`src/rtl/ripple_count_reader.sv`:
```
// Samples an asynchronous ripple counter into clk, filters ripple glitches and serves count/delta/wrap reads.
// Optional WAIT timeout enabled by defining RIPPLE_READER_TIMEOUT_EN.
module ripple_count_reader #(
  parameter int WIDTH         = 4,
  parameter int STABLE_CYCLES = 2,
  parameter int TIMEOUT       = 16
) (
  input  logic             clk,
  input  logic             reset,
  input  logic [WIDTH-1:0] cnt_in,
  input  logic             cnt_down,
  input  logic             rd_req,
  output logic             rd_valid,
  input  logic             rd_ready,
  output logic [WIDTH-1:0] rd_value,
  output logic [WIDTH-1:0] rd_delta,
  output logic             rd_wrap,
  output logic             rd_timeout
);

  localparam int SW = (STABLE_CYCLES < 1) ? 1 : $clog2(STABLE_CYCLES + 1);
  localparam logic [SW-1:0] STAB_MAX = SW'(STABLE_CYCLES);

  if (WIDTH < 2 || STABLE_CYCLES < 1 || TIMEOUT < 1) begin : g_bad_param
    $error("ripple_count_reader: illegal parameter value");
  end

  typedef enum logic [1:0] {
    IDLE = 2'd0,
    WAIT = 2'd1,
    RESP = 2'd2
  } state_t;

  state_t state, state_nxt;

  logic [WIDTH-1:0] s1, s2, s2_prev, last;
  logic             dir1, dir2;
  logic [SW-1:0]    stab_cnt;
  logic             stable;
  logic             timeout_hit;
  logic             capture, capture_to;
  logic [WIDTH-1:0] delta_cap;
  logic             wrap_cap;

  // Each bit is synchronized on its own; incoherent mid-ripple samples never
  // survive the stability filter because they change again next cycle.
  always_ff @(posedge clk or posedge reset) begin
    if (reset) begin
      s1       <= '0;
      s2       <= '0;
      s2_prev  <= '0;
      dir1     <= 1'b0;
      dir2     <= 1'b0;
      stab_cnt <= '0;
    end else begin
      s1      <= cnt_in;
      s2      <= s1;
      s2_prev <= s2;
      dir1    <= cnt_down;
      dir2    <= dir1;
      if (s2 != s2_prev)
        stab_cnt <= '0;
      else if (stab_cnt != STAB_MAX)
        stab_cnt <= stab_cnt + SW'(1);
    end
  end

  assign stable    = (stab_cnt == STAB_MAX);
  assign delta_cap = dir2 ? (last - s2) : (s2 - last);
  assign wrap_cap  = dir2 ? (s2 > last) : (s2 < last);

  always_ff @(posedge clk or posedge reset) begin
    if (reset) state <= IDLE;
    else       state <= state_nxt;
  end

  always_comb begin
    state_nxt  = state;
    capture    = 1'b0;
    capture_to = 1'b0;
    case (state)
      IDLE: if (rd_req) state_nxt = WAIT;
      WAIT: begin
        if (stable) begin
          state_nxt = RESP;
          capture   = 1'b1;
        end else if (timeout_hit) begin
          state_nxt  = RESP;
          capture_to = 1'b1;
        end
      end
      RESP: if (rd_ready) state_nxt = IDLE;
      default: state_nxt = IDLE;
    endcase
  end

  assign rd_valid = (state == RESP);

  always_ff @(posedge clk or posedge reset) begin
    if (reset) begin
      rd_value <= '0;
      rd_delta <= '0;
      rd_wrap  <= 1'b0;
      last     <= '0;
    end else if (capture) begin
      rd_value <= s2;
      rd_delta <= delta_cap;
      rd_wrap  <= wrap_cap;
      last     <= s2;
    end else if (capture_to) begin
      // Timeout response reports the raw sample but leaves last untouched.
      rd_value <= s2;
      rd_delta <= '0;
      rd_wrap  <= 1'b0;
    end
  end

`ifdef RIPPLE_READER_TIMEOUT_EN
  localparam int TW = $clog2(TIMEOUT + 1);
  localparam logic [TW-1:0] TO_MAX = TW'(TIMEOUT);

  logic [TW-1:0] wait_cnt;
  logic          timeout_r;

  // Preloaded to 1 while idle so wait_cnt equals the number of WAIT cycles spent.
  always_ff @(posedge clk or posedge reset) begin
    if (reset)
      wait_cnt <= '0;
    else if (state == IDLE)
      wait_cnt <= TW'(1);
    else if (state == WAIT && wait_cnt != TO_MAX)
      wait_cnt <= wait_cnt + TW'(1);
  end

  always_ff @(posedge clk or posedge reset) begin
    if (reset)           timeout_r <= 1'b0;
    else if (capture)    timeout_r <= 1'b0;
    else if (capture_to) timeout_r <= 1'b1;
  end

  assign timeout_hit = (state == WAIT) && (wait_cnt == TO_MAX);
  assign rd_timeout  = timeout_r;
`else
  assign timeout_hit = 1'b0;
  assign rd_timeout  = 1'b0;
`endif

endmodule
```
`config.mk`:
```
export PLATFORM = sky130hd
export DESIGN_NAME = ripple_count_reader
export DESIGN_NICKNAME = d
export VERILOG_FILES = /design/src/rtl/ripple_count_reader.sv
export SDC_FILE = /design/constraint.sdc
export NUM_CORES = 1
export LEC_CHECK = 0
export CAP_MARGIN = 20
export CORE_MARGIN = 2
export CORE_UTILIZATION = 54
export CTS_BUF_LIST = sky130_fd_sc_hd__clkbuf_4 sky130_fd_sc_hd__clkbuf_8
export DETAILED_ROUTE_END_ITERATION = 12
export PLACE_DENSITY_LB_ADDON = 0.05
export SLEW_MARGIN = 25
export SYNTH_ARGS = -nofsm -noshare
export SYNTH_HDL_FRONTEND = slang
export SYNTH_SLANG_ARGS = --single-unit
```
`constraint.sdc`:
```
create_clock -name clk -period 2.4 [get_ports clk]
set_input_delay 0.24 -clock clk [delete_from_list [all_inputs] [get_ports clk]]
set_output_delay 0.24 -clock clk [all_outputs]
set_load 0.02 [all_outputs]
```
# Word-level counts from Yosys, hierarchy flattened
# Cells that the tools add are included.
[totals]
word_cells = 40
reg_bits = 31
input_bits = 9
[op_classes]
n_mux = 13
add_sub_neg = 3
eq_ne = 8
magnitude_cmp = 2
n_reduce_logical = 3
[ops]
columns = ["op", "count"]
rows = [
  ["4-bit two-way mux", 3],
  ["2-bit two-way mux", 5],
  ["4-bit subtractor", 2],
  ["2-bit inequality test, second input constant", 3],
  ["2-bit case mux with 3 select lines", 1],
  ["2-bit == test, second input constant", 2],
  ["4-bit greater-than comparator", 1],
  ["4-bit less-than comparator", 1],
  ["1-bit two-way mux", 4],
  ["4-bit inequality test", 1],
  ["3-bit AND reduction", 1],
  ["2-bit by 1-bit adder with 2-bit output, second input constant", 1],
  ["2-bit by 1-bit == test with 1-bit output, second input constant", 1],
  ["2-bit logical NOT", 1],
  ["2-bit by 1-bit inequality test with 1-bit output, second input constant", 1],
  ["2-bit nonzero test", 1],
]

# Logic depth before layout (Yosys ltp)
# Gate-level depths: netlist (run 1).
[logic_depth]
depth_word = 4
mapped_depth = 8
mapped_depth_nobuf = 8

# Worst setup path before layout (run 1)
# Ideal clock, no wire load.
[synth_timing]
path_kind = "flip-flop to flip-flop"
start = "register last[0]"
end = "register rd_wrap"
synth_period_minus_slack_ns = 1.860
required_ns = 2.323
setup_time_ns = 0.077
path_slack_ns = 0.540
path_stages_with_launch = 8
arrival_time_ns = 1.782
cell_sequence = "dfrtp_1 > ha_1 > inv_1 > fa_1 > a21o_1 > a21oi_1 > mux2_1 > o21ai_1"
[synth_via]
elab_chain_len = 3
[synth_rtl]
columns = ["item", "line", "text"]
rows = [
  ["start, declared", "36", "logic [WIDTH-1:0] s1, s2, s2_prev, last;"],
  ["start signal, assigned", "104", "last <= '0;"],
  ["start signal, assigned", "109", "last <= s2;"],
  ["4-bit less-than comparator or 4-bit greater-than comparator (tied branches)", "70", "assign wrap_cap = dir2 ? (s2 > last) : (s2 < last);"],
  ["1-bit two-way mux *", "70", ""],
  ["1-bit two-way mux *", "105", "end else if (capture) begin"],
  ["end signal, assigned", "108", "rd_wrap <= wrap_cap;"],
  ["end, declared", "17", "output logic rd_wrap,"],
]
# Mark *: on every way between the ends. The rest lies on a longest branch, timed or not. The select of a mux whose other input is x is not followed.
# A chain may end at the register's enable or synchronous reset.

# Worst setup path in the final report (run 1)
[layout_timing]
start = "register s2[0]"
end = "register rd_wrap"
[layout_via]
elab_chain_len = 3
[layout_rtl]
columns = ["item", "line", "text"]
rows = [
  ["start, declared", "36", ""],
  ["start signal, assigned", "50", "s2 <= '0;"],
  ["start signal, assigned", "57", "s2 <= s1;"],
  ["4-bit less-than comparator or 4-bit greater-than comparator (tied branches)", "70", ""],
  ["1-bit two-way mux *", "70", ""],
  ["1-bit two-way mux *", "105", ""],
]
# Marked as above.

==> impl_results.md, run 1 <==
- Number of synthesized flops with an enable pin: 0
- Cell with the most instances after synthesis: dfrtp_1
- GPL Wtd Cong: slightly below 0.8
- CTS max path bufs: 2
- Largest net degree at the start of global routing: 28
- Standard-cell rows: 16
- RSZ-0062 raised after global routing: false
- CTS sink cnt: 27
- Remaining design rule violation count: 0
- Yosys top cell by area: dfrtp_1
- Core area: between 2000 and 2500 µm²
- Wl on met1: 809 µm
- HPWL after DPL: 1340 µm
- Crit path largest cell delay: 0.45 ns
- MaxCap Viol Count: 0
- IO Pins: 20
- Synth Instances: 102
- FILL cells: 152
- Post-synth cell types: 27
- CTS tree: yes
- Share of cells above drive strength 1: 0.0574
- Setup crit start kind: flop
- Die area: between 2000 and 3000 µm²
- Area post-placement: 1390 µm²
- DR top layer: met4
- Leakage: 0.000683 µW
- Post-route ant nets: 0
- Via count: ~760
- F_max: 0.507 GHz
- Arr. time, crit path: between 2 and 2.5 ns
- Clock-pin transition on the worst setup and hold timing paths: 0.15 ns
- Vias in the first global route: 730
- Ys flop type: dfrtp_1
- Initial core utilization: 0.588
- Setup_tns: 0 ns
- Class of the worst hold path: input pin to async pin
- Postcts setup bufs: 0
- Worst reg-to-reg setup slack: 0.43 ns
- Port-buffer cells: 18
- Final Cell Area: between 1000 and 1500 µm²
- Peak supply drop: 0.398 mV
- Async SR Flop Fraction: 1.00
- Crit-path cells: inv_1 -> ha_1 -> inv_1 -> fa_1 -> a21o_1 -> a21oi_1 -> mux2_1 -> o21ai_1
- Yosys warning total: 0
- Crit path max fanout: 4
- Register area share after synthesis: 0.568
- Mapped Avg Cell Area: about 12 µm²
- Vias per cell: 5.09
- CP most frequent cell: inv_1
- Worst skew pair latency: 0.32 ns
- Area of the mapped netlist: between 1000 and 1500 µm²
- Share of the synthesized area in the top cell type: 0.568
- WL met3: approximately 80 µm
- Clock skew: ~0.014 ns
- Minimum clock period: 1.97 ns
- Die W: 50.9 µm
- Number of diodes: 0
- # resized after CTS: 0
- H-tree Lvls: 1
- 1st-pass router iterations: 4
- Root buf cell: clkbuf_4
- Pwr Density: 658 nW/µm²
- Post-synth top cells: dfrtp_1 (27), inv_1 (14), nand2_1 (9)
- Crit path kind: flop to flop
- Iteration-0 DRC Markers: 7
- Final hold violation count: 0
- Met2 wire length: 817 µm
- Required time of the critical path: 2.65 ns
- Area growth, synth to finish: 19.4%
- Grt ovf: 0
- Synthesized flop and latch total: 27
- Die H: 50.9 µm
- # hold bufs at CTS: 0
- Net Count, Synth: roughly 120
- Final setup viols: 0
- Crit share post-route: 0.822
- Type of destination of the critical path: flop
- Routed Wire Length: 1770 µm
- Initial antenna violation count: 0
- Slowest stage cell, crit path: dfrtp_1
- Pins Over Slew Limit: 0
- DR WL/cell: 11.9 µm
- Outcome: completed
- First-pass GRT wire length: 3060 µm
- Synth area leaders: dfrtp_1 (57%), ha_1 (8.4%), inv_1 (4.4%), xnor2_1 (3.7%), fa_1 (3.4%)
- CTS Buf Count: 3
- Final nets: between 100 and 150
- Tot GR Track Use: 0.158
## worst max-delay path, delay by kind of cell (launching register included)
family	cells	cell delay [ns]
adder cells (fa/ha/maj)	2	0.53
flip-flops	1	0.45
AO/OA/AOI/OAI	3	0.44
multiplexers	1	0.33
buffers and inverters	2	0.16
## power breakdown
part / switching, µW / internal, µW / total [µW]
logic: 113 / 109 / 222
clock network: 129 / 62.4 / 191
registers: 27.6 / 492 / 520
total: 269 / 664 / 933
## kinds of logic after synthesis
logic type,Yosys count,share of synthesized area
flops,27,0.568
simple gates,21,0.0895
buf+inv,17,0.0600
compound gates,16,0.0811
fa+ha+maj,10,0.118
xor+xnor,6,0.0442
mux,4,0.0358
other cells,1,0.00315
## sequential cells by signal, indices dropped and copies added, names as in the netlist
signal / count
dir1: 1
dir2: 1
last: 4
rd_delta: 4
rd_wrap: 1
s1: 4
s2: 4
s2_prev: 4
stab_cnt: 2
state: 2
## routing by layer
metal	vias up	global-route usage
li1	371	-
met1	352	0.208
met2	28	0.249
met3	8	0.0322
met4	0	0.0811
met5	-	0
## area by class of cell
type                    count  area, µm²  area share
clock buffers               3       22.5      0.0159
clock inverters             1       5.00     0.00353
inverters                  14       52.6      0.0370
multi-input cells          58        442       0.311
flip-flops and latches     27        676       0.476
well taps                  27       33.8      0.0238
repair buffers             19        188       0.132
## worst paths after layout
kind                            startpoint       to  cells after the start
worst max-delay path                 s2[0]  rd_wrap                      8
worst min-delay path                 reset    s1[0]                      3
worst max register to register       s2[0]  rd_wrap                      8
worst min register to register        dir1     dir2                      0
max in group asynchronous            reset     dir2                      3
min in group clk                 cnt_in[3]    s1[3]                      1
## layout by cell type, fill, tap and decap left out, drive strengths merged, types with 3 or more instances in the layout
master         Yosys  layout
a21oi              3       3
clkbuf             1       3
clkdlybuf4s50      0      18
dfrtp             27      27
ha                 8       8
inv               14      14
nand2              9       9
nor2               5       5
o21ai              8       8
xnor2              5       5
## metrics by stage
stage          power, µW  hold slack, ns  cells  setup slack [ns]   util
2_1_floorplan        665           0.271    102             0.540      -
3_3_place_gp         746           0.332    145             0.534  0.688
3_5_place_dp         754           0.336    145             0.475  0.688
4_1_cts              942           0.260    149             0.436  0.702
5_1_grt              988           0.291    149             0.324  0.702
6_report             933           0.240    149             0.428  0.702
No activity file was read; power rests on OpenSTA's default activity.
==> run 2, diff against run 1 <==
--- a/config.mk
+++ b/config.mk
@@ -7,7 +7,7 @@
 export LEC_CHECK = 0
 export CAP_MARGIN = 20
 export CORE_MARGIN = 2
-export CORE_UTILIZATION = 54
+export CORE_UTILIZATION = 49
 export CTS_BUF_LIST = sky130_fd_sc_hd__clkbuf_4 sky130_fd_sc_hd__clkbuf_8
 export DETAILED_ROUTE_END_ITERATION = 12
 export PLACE_DENSITY_LB_ADDON = 0.05
==> constraint.sdc (replaced) <==
create_clock -name clk -period 1.74 [get_ports clk]
set_input_delay 0.174 -clock clk [delete_from_list [all_inputs] [get_ports clk]]
set_output_delay 0.174 -clock clk [all_outputs]
set_load 0.02 [all_outputs]
==> run 2 against run 1 <==
  * The flow now finishes with violations (setup timing)
  * Via count fell by 0.13%
  * Maximum frequency rose by 9.9%
  * Setup slack got worse by 0.48 ns
  * Combinational power rose by 58%
  * Die area rose by 9.4%
  * Critical path depth did not move
  * Routed wire length rose by 8.1%
  * Sequential share of layout area fell by 2.3 points
  * Final cell count rose by 6.0%
  * Worst hold slack got worse by 0.049 ns
  * Sequential cell count did not move
==> impl_results.md, run 2 (synthesis results as in run 1) <==
- Tot GR Track Use: 0.165
- Outcome: complete, but fails checks
- Crit path largest cell delay: 0.40 ns
- Arr. time, crit path: around 2.1 ns
- Initial antenna violation count: 0
- Peak supply drop: 0.675 mV
- Setup WS pre-CTS: -0.0260 ns
- CTS tree: yes
- First-pass GRT wire length: between 3000 and 4000 µm
- CTS max path bufs: 2
- Port-buffer cells: 18
- Required time of the critical path: 1.99 ns
- HPWL after DPL: 1410 µm
- Via count: around 760
- Crit path max fanout: 2
- Area post-placement: 1450 µm²
- Type of destination of the critical path: flop
- Number of diodes: 0
- Routed Wire Length: around 1900 µm
- Leakage: 0.000724 µW
- Vias per cell: 4.80
- CTS Buf Count: 3
- Hold slack: 0.191 ns
- Standard-cell rows: 17
- Crit path kind: flop to flop
- F_max: 0.557 GHz
- Worst setup slack after layout: -0.0553 ns
- Minimum clock period: around 1.8 ns
- CP bufs+invs: 2
- GPL Wtd Cong: 0.854
- Most common cell after layout, fill and taps aside: dfrtp_1
- Area growth, synth to finish: 26.3%
- Pins Over Slew Limit: 0
- # hold bufs at CTS: 0
- Slowest stage cell, crit path: dfrtp_1
- Crit share post-route: 1.03
- Setup crit start kind: flop
- Largest net degree at the start of global routing: 28
- Die W: 53.3 µm
- Post-route ant nets: 0
- 1st-pass router iterations: 4
- Class of the worst hold path: input pin to async pin
- DR WL/cell: 12.1 µm
- Reg-to-reg startpoint: s2[0]
- Clock-pin transition on the worst setup and hold timing paths: around 0.14 ns
- Clock skew: 0.00589 ns
- Worst skew pair latency: 0.31 ns
- Remaining design rule violation count: 0
- Worst reg-to-reg setup slack: -0.06 ns
- Initial core utilization: 0.527
- Commonest non-fill, non-tap cells in the layout: dfrtp_1 (23), clkdlybuf4s50_1 (17), inv_1 (13)
- Final hold violation count: 0
- Pwr Density: 891 nW/µm²
- Grt ovf: 0
- Critical path launch point: s2[0]
- Share of cells above drive strength 1: 0.192
- Iteration-0 DRC Markers: 5
- MaxCap Viol Count: 0
- Crit-path cells: inv_1 -> ha_1 -> inv_2 -> fa_2 -> a21o_1 -> a21oi_2 -> mux2_4 -> o21ai_1
- RSZ-0062 raised after global routing: true
- Die area: 2840 µm²
- Final setup viols: 1
- Failing checks: setup timing
- Final nets: 150
- Die H: 53.3 µm
- Root buf cell: clkbuf_4
- H-tree Lvls: 1
- Final Cell Area: 1500 µm²
- FILL cells: around 190
- Vias in the first global route: roughly 760
- CTS sink cnt: 27
- Core area: between 2000 and 2500 µm²
- Crit-path leading delay family: adder cells
- IO Pins: 20
run 2: worst reg2reg max path, stage by stage (launching register included):
cell and delay (ns):
dfrtp_1 0.40, inv_1 0.07, ha_1 0.15, inv_2 0.05
fa_2 0.33, a21o_1 0.18, a21oi_2 0.15, mux2_4 0.31
o21ai_1 0.10
run 2: path summary, 6_finish.rpt:
check,endpoint,cells after the start
worst max-delay path,rd_wrap,8
worst min-delay path,s2_prev[3],3
worst max register to register,rd_wrap,8
worst min register to register,dir2,0
max in group asynchronous,last[1],3
min in group clk,s1[3],1
run 2: metrics by stage:
| stage | total power, µW | util | TNS (ns) | cells |
|---|---|---|---|---|
| floorplan | 921 | - | -0.00815 | 102 |
| finish | 1340 | 0.666 | -0.0553 | 158 |
| CTS | 1350 | 0.660 | -0.0351 | 157 |
| global placement | 1050 | 0.644 | -0.00901 | 153 |
| global route | 1420 | 0.666 | -0.152 | 158 |
| detailed placement | 1060 | 0.644 | -0.0260 | 153 |
run 2: timing repair:
action	4_1_cts	5_1_grt
buffers inserted	0	1
endpoints found under the setup margin	2	2
resized for setup	4	3
pin swaps	0	0
run 2: area by class of cell:
class / count / area (µm²) / area share
Clock buffer: 4 / 30.0 / 0.0200
Inverter: 14 / 52.6 / 0.0350
Multi-Input combinational cell: 58 / 457 / 0.304
Sequential cell: 27 / 681 / 0.453
Tap cell: 28 / 35.0 / 0.0233
Timing Repair Buffer: 27 / 246 / 0.164
run 2: report_power, final:
part	internal, µW	switching (µW)	total, µW
sequential	681	31.1	712
clock	105	170	275
combinational	179	171	351
run 2: metal layers:
metal | vias up | track usage | share of wire
met1 | 355 | 0.213 | 0.45
li1 | 386 | - | -
met5 | - | 0 | 0
met2 | 15 | 0.274 | 0.51
met4 | 0 | 0.0598 | 0.0073
met3 | 2 | 0.0339 | 0.036
